===== config.mk =====
export PLATFORM = sky130hd
export DESIGN_NAME = nn_inference_sequencer_flat
export DESIGN_NICKNAME = d
export VERILOG_FILES = /design/src/rtl/nn_ctrl_pkg.sv /design/src/rtl/nn_inference_sequencer_if.sv /design/src/rtl/nn_inference_sequencer_sync_edge_detect.sv /design/src/rtl/nn_inference_sequencer.sv /design/src/flat_wrapper.sv
export SDC_FILE = /design/constraint.sdc
export NUM_CORES = 1
export LEC_CHECK = 0
export BUFFER_PORTS_ARGS = -buffer_cell sky130_fd_sc_hd__buf_4
export CAP_MARGIN = 5
export CORE_MARGIN = 3
export CORE_UTILIZATION = 57
export CTS_BUF_LIST = sky130_fd_sc_hd__clkbuf_4 sky130_fd_sc_hd__clkbuf_8 sky130_fd_sc_hd__clkbuf_16
export DETAILED_ROUTE_END_ITERATION = 8
export PLACE_DENSITY = 0.83
export SLEW_MARGIN = 20
export SYNTH_ARGS = -nofsm -noshare
export SYNTH_HDL_FRONTEND = slang
export SYNTH_SLANG_ARGS = --single-unit

===== constraint.sdc =====
create_clock -name clk -period 3.3 [get_ports clk]
set_input_delay 0.33 -clock clk [delete_from_list [all_inputs] [get_ports clk]]
set_output_delay 0.33 -clock clk [all_outputs]
set_load 0.01 [all_outputs]

===== src/rtl/nn_ctrl_pkg.sv =====
// Shared types and helpers for the NN inference sequencer.
// The state encoding and frame sizing are kept here so the top and its bench agree.
package nn_ctrl_pkg;

   typedef enum logic [2:0] {
      ST_IDLE     = 3'd0,
      ST_RX       = 3'd1,
      ST_RESET_NN = 3'd2,
      ST_START    = 3'd3,
      ST_WAIT     = 3'd4,
      ST_DONE     = 3'd5
   } state_t;

   localparam int DEF_IDX_WIDTH = 4;
   localparam int DEF_VAL_WIDTH = 16;

   // Serial bits in one frame: every pixel is shifted in MSB-first, DATA_WIDTH bits each.
   function automatic int frame_bits(input int num_inputs, input int data_width);
      return num_inputs * data_width;
   endfunction

endpackage


===== src/rtl/nn_inference_sequencer_if.sv =====
// Handshake between the sequencer (master) and the NeuralNetwork block (slave).
interface nn_inference_sequencer_if #(
   parameter int IDX_WIDTH = 4,
   parameter int VAL_WIDTH = 16
);
   logic                 nn_reset;
   logic                 nn_valid;
   logic                 nn_max_valid;
   logic [IDX_WIDTH-1:0] nn_max_index;
   logic [VAL_WIDTH-1:0] nn_max_value;

   modport master (
      output nn_reset, nn_valid,
      input  nn_max_valid, nn_max_index, nn_max_value
   );

   modport slave (
      input  nn_reset, nn_valid,
      output nn_max_valid, nn_max_index, nn_max_value
   );
endinterface


===== src/rtl/nn_inference_sequencer_sync_edge_detect.sv =====
// Two-flop synchroniser plus registered rising-edge pulse for an asynchronous pin.
// The pulse appears three clk cycles after the pin rises.
module sync_edge_detect (
   input  logic clk,
   input  logic reset,
   input  logic async_i,
   output logic edge_o
);
   logic [2:0] sync_q;
   logic       edge_q;

   // NOTE: non-blocking assignments keep each flop sampling the previous-cycle value of its neighbour.
   always_ff @(posedge clk) begin
      if (reset) begin
         sync_q <= '0;
         edge_q <= 1'b0;
      end else begin
         sync_q <= {sync_q[1:0], async_i};
         edge_q <= sync_q[1] & ~sync_q[2];
      end
   end

   assign edge_o = edge_q;
endmodule


===== src/rtl/nn_inference_sequencer.sv =====
// Runs one NeuralNetwork inference per received serial frame (or soft_start),
// latches the argmax result and tracks timeout/overrun errors.
module nn_inference_sequencer
   import nn_ctrl_pkg::*;
#(
   parameter int NUM_INPUTS     = 784,
   parameter int DATA_WIDTH     = 16,
   parameter int RESET_CYCLES   = 2,
   parameter int TIMEOUT_CYCLES = 4096,
   parameter int GAP_CYCLES     = 65536,
   parameter int IDX_WIDTH      = DEF_IDX_WIDTH,
   parameter int VAL_WIDTH      = DEF_VAL_WIDTH
) (
   input  logic                    clk,
   input  logic                    reset,
   input  logic                    serial_clk,
   input  logic                    soft_start,
   input  logic                    clear_err,
   nn_inference_sequencer_if.master nn_bus,
   output logic [IDX_WIDTH-1:0]    result_index,
   output logic [VAL_WIDTH-1:0]    result_value,
   output logic                    result_valid,
   output logic                    busy,
   output logic                    timeout_err,
   output logic                    overrun_err,
   output logic [7:0]              infer_count
);
   localparam int FRAME_BITS = frame_bits(NUM_INPUTS, DATA_WIDTH);
   localparam int BCW = $clog2(FRAME_BITS + 1);
   localparam int GCW = (GAP_CYCLES > 1) ? $clog2(GAP_CYCLES) : 1;
   localparam int WCW = (TIMEOUT_CYCLES > 1) ? $clog2(TIMEOUT_CYCLES) : 1;
   localparam int RCW = $clog2(RESET_CYCLES + 1);

   state_t               state_q;
   logic [BCW-1:0]       bit_cnt_q;
   logic [GCW-1:0]       gap_q;
   logic [WCW-1:0]       wd_q;
   logic [RCW-1:0]       rst_cnt_q;
   logic                 abort_q;
   logic                 nn_reset_q, nn_valid_q, busy_q;
   logic                 result_valid_q, timeout_err_q, overrun_err_q;
   logic [IDX_WIDTH-1:0] result_index_q;
   logic [VAL_WIDTH-1:0] result_value_q;
   logic [7:0]           infer_count_q;

   logic           rx_edge;
   logic [BCW-1:0] bit_cnt_inc, bit_cnt_sat;
   logic           frame_done, start_req;

   sync_edge_detect u_serial_sync (
      .clk     (clk),
      .reset   (reset),
      .async_i (serial_clk),
      .edge_o  (rx_edge)
   );

   assign bit_cnt_inc = bit_cnt_q + BCW'(1);
   assign frame_done  = (bit_cnt_inc == BCW'(FRAME_BITS));
   // Edges arriving while busy never complete a frame on their own; they wait for IDLE.
   assign bit_cnt_sat = frame_done ? bit_cnt_q : bit_cnt_inc;
   assign start_req   = soft_start || (rx_edge && frame_done);

   always_ff @(posedge clk) begin
      if (reset) begin
         state_q        <= ST_IDLE;
         bit_cnt_q      <= '0;
         gap_q          <= '0;
         wd_q           <= '0;
         rst_cnt_q      <= '0;
         abort_q        <= 1'b0;
         nn_reset_q     <= 1'b0;
         nn_valid_q     <= 1'b0;
         busy_q         <= 1'b0;
         result_valid_q <= 1'b0;
         timeout_err_q  <= 1'b0;
         overrun_err_q  <= 1'b0;
         result_index_q <= '0;
         result_value_q <= '0;
         infer_count_q  <= '0;
      end else begin
         result_valid_q <= 1'b0;
         // NOTE: a later non-blocking assignment in this block overrides this clear, so a new error wins.
         if (clear_err) begin
            timeout_err_q <= 1'b0;
            overrun_err_q <= 1'b0;
         end

         case (state_q)
            ST_IDLE, ST_RX: begin
               if (start_req) begin
                  state_q    <= ST_RESET_NN;
                  nn_reset_q <= 1'b1;
                  rst_cnt_q  <= '0;
                  busy_q     <= 1'b1;
                  bit_cnt_q  <= (state_q == ST_IDLE && soft_start && rx_edge) ? bit_cnt_sat : '0;
               end else if (rx_edge) begin
                  state_q   <= ST_RX;
                  bit_cnt_q <= bit_cnt_inc;
                  gap_q     <= '0;
               end else if (state_q == ST_RX) begin
                  if (gap_q == GCW'(GAP_CYCLES - 1)) begin
                     state_q   <= ST_IDLE;
                     bit_cnt_q <= '0;
                     gap_q     <= '0;
                  end else begin
                     gap_q <= gap_q + GCW'(1);
                  end
               end
            end
            ST_RESET_NN: begin
               if (rst_cnt_q == RCW'(RESET_CYCLES - 1)) begin
                  nn_reset_q <= 1'b0;
                  if (abort_q) begin
                     state_q <= ST_IDLE;
                     abort_q <= 1'b0;
                     busy_q  <= 1'b0;
                  end else begin
                     state_q    <= ST_START;
                     nn_valid_q <= 1'b1;
                  end
               end else begin
                  rst_cnt_q <= rst_cnt_q + RCW'(1);
               end
            end
            ST_START: begin
               state_q <= ST_WAIT;
               wd_q    <= '0;
            end
            ST_WAIT: begin
               if (nn_bus.nn_max_valid) begin
                  state_q        <= ST_DONE;
                  nn_valid_q     <= 1'b0;
                  busy_q         <= 1'b0;
                  result_index_q <= nn_bus.nn_max_index;
                  result_value_q <= nn_bus.nn_max_value;
                  result_valid_q <= 1'b1;
                  infer_count_q  <= infer_count_q + 8'd1;
               end else if (wd_q == WCW'(TIMEOUT_CYCLES - 1)) begin
                  // Flush the network once, then return to IDLE without restarting it.
                  state_q       <= ST_RESET_NN;
                  nn_valid_q    <= 1'b0;
                  nn_reset_q    <= 1'b1;
                  rst_cnt_q     <= '0;
                  abort_q       <= 1'b1;
                  timeout_err_q <= 1'b1;
               end else begin
                  wd_q <= wd_q + WCW'(1);
               end
            end
            ST_DONE:  state_q <= ST_IDLE;
            default:  state_q <= ST_IDLE;
         endcase

         if (rx_edge && (busy_q || state_q == ST_DONE)) begin
            overrun_err_q <= 1'b1;
            bit_cnt_q     <= bit_cnt_sat;
         end
      end
   end

   assign nn_bus.nn_reset = nn_reset_q;
   assign nn_bus.nn_valid = nn_valid_q;
   assign result_index    = result_index_q;
   assign result_value    = result_value_q;
   assign result_valid    = result_valid_q;
   assign busy            = busy_q;
   assign timeout_err     = timeout_err_q;
   assign overrun_err     = overrun_err_q;
   assign infer_count     = infer_count_q;
endmodule

===== src/flat_wrapper.sv =====
// flat-port wrapper written by rule: the top's interface ports become plain ports
module nn_inference_sequencer_flat import nn_ctrl_pkg::*;
#(
   parameter int NUM_INPUTS     = 784,
   parameter int DATA_WIDTH     = 16,
   parameter int RESET_CYCLES   = 2,
   parameter int TIMEOUT_CYCLES = 4096,
   parameter int GAP_CYCLES     = 65536,
   parameter int IDX_WIDTH      = DEF_IDX_WIDTH,
   parameter int VAL_WIDTH      = DEF_VAL_WIDTH
)
  (clk, reset, serial_clk, soft_start, clear_err, result_index, result_value, result_valid, busy, timeout_err, overrun_err, infer_count, nn_bus_nn_reset, nn_bus_nn_valid, nn_bus_nn_max_valid, nn_bus_nn_max_index, nn_bus_nn_max_value);
  nn_inference_sequencer_if #(.IDX_WIDTH(IDX_WIDTH), .VAL_WIDTH(VAL_WIDTH)) nn_bus_i ();
  input  logic clk;
  input  logic reset;
  input  logic serial_clk;
  input  logic soft_start;
  input  logic clear_err;
  output logic [IDX_WIDTH-1:0] result_index;
  output logic [VAL_WIDTH-1:0] result_value;
  output logic result_valid;
  output logic busy;
  output logic timeout_err;
  output logic overrun_err;
  output logic [7:0] infer_count;
  output wire logic [$bits(nn_bus_i.nn_reset)-1:0] nn_bus_nn_reset;
  output wire logic [$bits(nn_bus_i.nn_valid)-1:0] nn_bus_nn_valid;
  input wire logic [$bits(nn_bus_i.nn_max_valid)-1:0] nn_bus_nn_max_valid;
  input wire logic [$bits(nn_bus_i.nn_max_index)-1:0] nn_bus_nn_max_index;
  input wire logic [$bits(nn_bus_i.nn_max_value)-1:0] nn_bus_nn_max_value;
  assign nn_bus_nn_reset = nn_bus_i.nn_reset;
  assign nn_bus_nn_valid = nn_bus_i.nn_valid;
  assign nn_bus_i.nn_max_valid = nn_bus_nn_max_valid;
  assign nn_bus_i.nn_max_index = nn_bus_nn_max_index;
  assign nn_bus_i.nn_max_value = nn_bus_nn_max_value;
  nn_inference_sequencer #(.NUM_INPUTS(NUM_INPUTS), .DATA_WIDTH(DATA_WIDTH), .RESET_CYCLES(RESET_CYCLES), .TIMEOUT_CYCLES(TIMEOUT_CYCLES), .GAP_CYCLES(GAP_CYCLES), .IDX_WIDTH(IDX_WIDTH), .VAL_WIDTH(VAL_WIDTH)) u_core (.clk(clk), .reset(reset), .serial_clk(serial_clk), .soft_start(soft_start), .clear_err(clear_err), .nn_bus(nn_bus_i), .result_index(result_index), .result_value(result_value), .result_valid(result_valid), .busy(busy), .timeout_err(timeout_err), .overrun_err(overrun_err), .infer_count(infer_count));
endmodule

### Word-level counts from Yosys, hierarchy flattened

Index checks and enable logic that the tools add are counted.

* bits in registers: 86
* input port bits: 26
* output and inout port bits: 34
* word-level logic and storage cells: 124

* add/sub/neg operators: 5
* equality and inequality tests: 21
* muxes and demuxes: 50
* bitwise operators: 4
* reductions and logical operators: 27

Operators by type and width (number)
* 14-bit two-way mux: 8
* 16-bit two-way mux: 3
* 12-bit two-way mux: 2
* 12-bit one-hot mux with 2 select lines: 1
* 3-bit two-way mux: 7
* 1-bit two-way mux: 18
* 16-bit by 1-bit adder with 16-bit output, second input constant: 1
* 16-bit equality test, second input constant: 1
* 5-bit AND reduction: 3
* 14-bit by 1-bit adder with 14-bit output, second input constant: 1
* 14-bit equality test, second input constant: 1
* 12-bit by 1-bit adder with 12-bit output, second input constant: 1
* 12-bit equality test, second input constant: 1
* 3-bit one-hot mux with 4 select lines: 1
* 4-bit AND reduction: 3
* 2-bit two-way mux: 5
* 2-bit inequality test, second input constant: 5
* 2-bit nonzero test: 5
* 3-bit AND reduction: 3
* 8-bit by 1-bit adder with 8-bit output, second input constant: 1
* 2-bit by 1-bit inequality test with 1-bit output, second input constant: 4
* 4-bit by 2-bit inequality test with 1-bit output, second input constant: 2
* 4-bit nonzero test: 2
* 3-bit by 2-bit equality test with 1-bit output, second input constant: 2
* 16 further kinds: 26

### Depth between registers and ports, before layout

* word-level depth: 7
* gate-level depth with buffers: 8
* gate-level depth less buffers: 7

### Cells and area by module

From an unflattened synthesis, not the netlist that was laid out.

* cell total of the unflattened synthesis: 496
* area, all modules: 4086.4 µm²

By module, submodules not included
* nn_inference_sequencer: times used 1, cells each 488, area each 3975.1 µm², sequential area each 1641.6 µm²
* sync_edge_detect: times used 1, cells each 8, area each 111.4 µm², sequential area each 80.1 µm²

### Least setup slack after synthesis

No wires, ideal clock.

* path kind: register to register
* from: register u_core.gap_q[0]
* to: register u_core.bit_cnt_q[10]
* setup time: 122 ps
* arrival: 2167 ps
* required time: 3178 ps
* path slack: 1011 ps
* stages on the path, launching flop included: 9
* buffers on the path: 1
* clock period less this slack: 2289 ps
* cell sequence: dfxtp_1 ha_1 nand4_1 or4_4 a21oi_4 o41ai_2 and2_1 buf_6 a221o_1

* word-level cells in the longest chain between the ends: 3

RTL lines
* from (decl): line nn_inference_sequencer.sv:36 `logic [GCW-1:0] gap_q;`
* from (signal assigned): line nn_inference_sequencer.sv:106 `gap_q <= gap_q + GCW'(1);`
* 16-bit equality test: line nn_inference_sequencer.sv:101 `if (gap_q == GCW'(GAP_CYCLES - 1)) begin`
* 4-bit nonzero test (no source line)
* 3-bit AND reduction (no source line)
* to (signal assigned): line nn_inference_sequencer.sv:95 `bit_cnt_q <= (state_q == ST_IDLE && soft_start && rx_edge) ? bit_cnt_sat : '0;`
* to (signal assigned): line nn_inference_sequencer.sv:98 `bit_cnt_q <= bit_cnt_inc;`
* to (signal assigned): line nn_inference_sequencer.sv:156 `bit_cnt_q <= bit_cnt_sat;`
* to (decl): line nn_inference_sequencer.sv:35 `logic [BCW-1:0] bit_cnt_q;`

Every way passes these cells.
A chain may end at the register's enable or synchronous reset.

### Final worst setup path

* from: register u_core.bit_cnt_q[4]
* to: register u_core.bit_cnt_q[0]

* word-level cells in the longest chain between the ends: 7
* elaborated cells between the ends (all ways): 12
* classes of those cells: 1 x add/sub; 1 x eq/ne; 5 x mux; 5 x reduce/logical

RTL lines
* 14-bit by 1-bit adder with 14-bit output (*): line nn_inference_sequencer.sv:57 `assign bit_cnt_inc = bit_cnt_q + BCW'(1);`
* 14-bit equality test (*): line nn_inference_sequencer.sv:58 `assign frame_done = (bit_cnt_inc == BCW'(FRAME_BITS));`
* 14-bit two-way mux or 1-bit logical AND (tied branches): line nn_inference_sequencer.sv:60, nn_inference_sequencer.sv:61
* 14-bit two-way mux or 1-bit logical OR (tied branches): line nn_inference_sequencer.sv:95, nn_inference_sequencer.sv:61
* 14-bit two-way mux: line nn_inference_sequencer.sv:90 `if (start_req) begin`
* 14-bit two-way mux: line nn_inference_sequencer.sv:88 `case (state_q)`
* 14-bit two-way mux: line nn_inference_sequencer.sv:154 `if (rx_edge && (busy_q || state_q == ST_DONE)) begin`

Mark *: on every way between the ends. The rest lies on a longest branch, timed or not. The select of a mux whose other input is x is not followed.

==> flow_summary.yaml <==
outcome:
  outcome: "finished, final reports clean"
yosys:
  ys_top_cells_by_count: "86 x dfxtp_1, 74 x nand2_1, 43 x nor2_1"
  synth_cell_type_count: 75
  synth_top_family_by_area: "simple AND/OR/NAND/NOR gates"
  synthSimpleGateAreaFrac_pct: 29.06
  yosys.area.top_type_share_pct: 40.07
  synth_edf_count: 0
  synth_fp_nets: 543
  ys_warn_count: 0
  netlist_instances: 512
  ys_ff_latch: 86
  synth.cell_area_um2: 4297
  synth-adder-area-share_pct: 1.456
  muxShareOfSynthArea_pct: 1.310
  ys_async_sr_fraction_pct: 0
  yosysMostFrequentCell: "dfxtp_1"
  synth_top_area_cell: "dfxtp_1"
  synth_compound_area_share_pct: 19.51
  netlist_top_cells_area: "dfxtp_1 40%, nand2_1 6.5%, a21oi_1 4.5%, nor2_1 3.8%, nand3_1 2.8%"
  synth-xor-area-share_pct: 3.669
  synth_flop_cell: "dfxtp_1"
  ys_seq_area_share_pct: 40.07
  avgSynthCellArea_um2: 8.392
timing:
  tns_ns: 0
  fin_skew_ns: 0.01054
  max-slew-margin-rel_pct: 45.14
  finalMaxSlewViolations: 0
  rsz0062_at_grt: "no"
  fmax_ghz: 0.3455
  setup_viol: 0
  hold_viol_final: 0
  finalCritPeriodShare_pct: 87.71
  worst_pin_slew_ns: 0.8174
  period_needed_ns: 2.894
floorplan:
  rows: 31
  core_um2: 7292
  initial_core_util_pct: 58.92
  fp.dieH_um: 92.82
  die_area_um2: 8616
  die_w_um: 92.82
  io_pins: 60
worst_setup_path:
  crit_fanout: 13
  r2r_cells: 6
  worstSetupPathType: "reg -> reg"
  crit_path_end_kind: "register"
  arrival_ns: 3.21
  startpoint_type: "register"
  worstPathRequired_ns: 3.62
cells_and_area:
  drive_gt1_share_pct: 18.15
  nets: 588
  regArea_um2: 1722
  multi_input_area_um2: 2364
  fillers: 607
  diodes: 0
  syn2layout_area_growth_pct: 14.36
  fin_area_um2: 4913
  instances_no_fill: 661
worst_hold_path:
  min_path_cells: 2
  hold_path_class: "in -> reg"
grt:
  track_usage_pct: 23.21
  grt_pass1_wl_mm: 16.44
  grt_antenna_before_repair: 0
  grt_max_degree: 50
  grt_pass1_vias: 3679
  overflow: 0
placed_design:
  gp_congestion: 0.8642
  place_area_um2: 4712
  io_buffers: 59
  dp_cells: 645
  place_hpwl_mm: 6.671
clocking:
  cts_root_buffer: "clkbuf_8"
  clockBufferDepth: 2
  cts_max_level: 3
  clkLatencyLatePin_ns: 0.37
  cts_inserted_buffers: 9
  ctsHoldBuffers: 0
  cts_sinks: 86
  ctsResizeCount: 0
  cts_tree: "done"
  post_cts_buffers: 0
  clk_transition_reported_paths_ns: 0.09
run:
  maxCapViolations: 0
power:
  power_density_nw_per_um2: 462.1
  p_leak_nw: 1.928
  ir_drop_v: 0.0003557
detailed_routing:
  drt_pass1_iterations: 5
  drt_wl_total_mm: 9.590
  drc: 0
  post_drt_wl_per_cell_um: 14.51
  drtIter0Drc: 292
  vias: 3913
  ant_nets: 0
  viasPerCell: 5.920
==> sequential cells by signal, indices dropped and copies added (netlist names), 2 cells and up <==
name and count:
u_core.rst_cnt_q 2, u_core.result_value 16, u_core.bit_cnt_q 14, u_core.wd_q 12
u_core.result_index 4, u_core.u_serial_sync.sync_q 3, u_core.state_q 3, u_core.infer_count 8
u_core.gap_q 16
==> layout by cell type (no fill, tap or decap), drive strengths merged, types with 3 or more instances in the layout <==
| master | instances |
|---|---|
| a211o | 7 |
| dfxtp | 86 |
| a221o | 5 |
| a211oi | 4 |
| nor2 | 44 |
| a21oi | 41 |
| o21ai | 15 |
| nand3 | 25 |
| nand2b | 3 |
| nand2 | 74 |
| a21boi | 3 |
| a21o | 10 |
| buf | 62 |
| nor2b | 7 |
| inv | 14 |
| or4 | 5 |
| xnor2 | 11 |
| xor2 | 7 |
| nor4 | 10 |
| ha | 5 |
| or3 | 6 |
| and2 | 6 |
| and3 | 13 |
| clkbuf | 9 |
| nor3 | 17 |
| nand4 | 16 |
| a31o | 3 |
| o31ai | 6 |
| nor3b | 3 |
| mux2i | 3 |
| a31oi | 5 |
==> through the flow <==
stage | utilization (%) | setup WS [ns] | hold WS, ns | power (mW)
after CTS | 67.38 | 0.5165 | 0.1659 | 2.280
after detailed placement | 64.62 | 0.5540 | 0.3973 | 1.520
after global routing | 67.38 | 0.2869 | 0.2040 | 2.384
after global placement | 64.62 | 0.7021 | 0.3749 | 1.509
after floorplan | - | 1.011 | 0.3674 | 1.414
final | 67.38 | 0.4056 | 0.1769 | 2.271
==> per-layer routing <==
metal	GRT usage [%]	share of wire (%)	routed length (µm)
met3	5.524	6.1	586
met1	30.02	45	4315
met2	37.79	48	4569
met4	8.181	1.2	119
met5	0	0	0
==> final timing paths <==
| kind | start | to | slack (ns) |
|---|---|---|---|
| max | u_core.bit_cnt_q[4]$_SDFFE_PP0P_ | u_core.bit_cnt_q[0]$_SDFFE_PP0P_ | 0.41 |
| min | serial_clk | u_core.u_serial_sync.sync_q[0]$_SDFF_PP0_ | 0.18 |
| max reg2reg | u_core.bit_cnt_q[4]$_SDFFE_PP0P_ | u_core.bit_cnt_q[0]$_SDFFE_PP0P_ | 0.41 |
| min reg2reg | u_core.u_serial_sync.sync_q[2]$_SDFF_PP0_ | u_core.u_serial_sync.edge_o$_SDFF_PP0_ | 0.40 |
==> critical path, cell delays in order (launching register included) <==
cell and delay, ns:
dfxtp_1 0.46, nand4_2 0.40, nor4_1 0.62, o22ai_1 0.25, o41ai_2 0.45, and2_1 0.43, mux2_2 0.23
==> power by group <==
| group | internal (mW) | switching, mW |
|---|---|---|
| registers | 1.08 | 0.0693 |
| clock network | 0.359 | 0.410 |
| logic | 0.147 | 0.206 |
| total | 1.58 | 0.686 |
==> logic make-up (layout without fill, tap and decap cells) <==
family,after synthesis,count (layout)
XOR/XNOR,18,18
adder cells (fa/ha/maj),5,5
AO/OA/AOI/OAI,119,119
buffers and inverters,38,88
multiplexers,5,5
AND/OR/NAND/NOR,241,241
flip-flops,86,86
==> layout make-up <==
| type | count | share of cell area [%] |
|---|---|---|
| Clock buffer | 9 | 2.521 |
| Clock inverter | 7 | 1.579 |
| Inverter | 10 | 0.7639 |
| Multi-Input combinational cell | 388 | 48.10 |
| Sequential cell | 86 | 35.04 |
| Tap cell | 99 | 2.521 |
| Timing Repair Buffer | 62 | 9.473 |
Power figures use the tool's default switching activity.
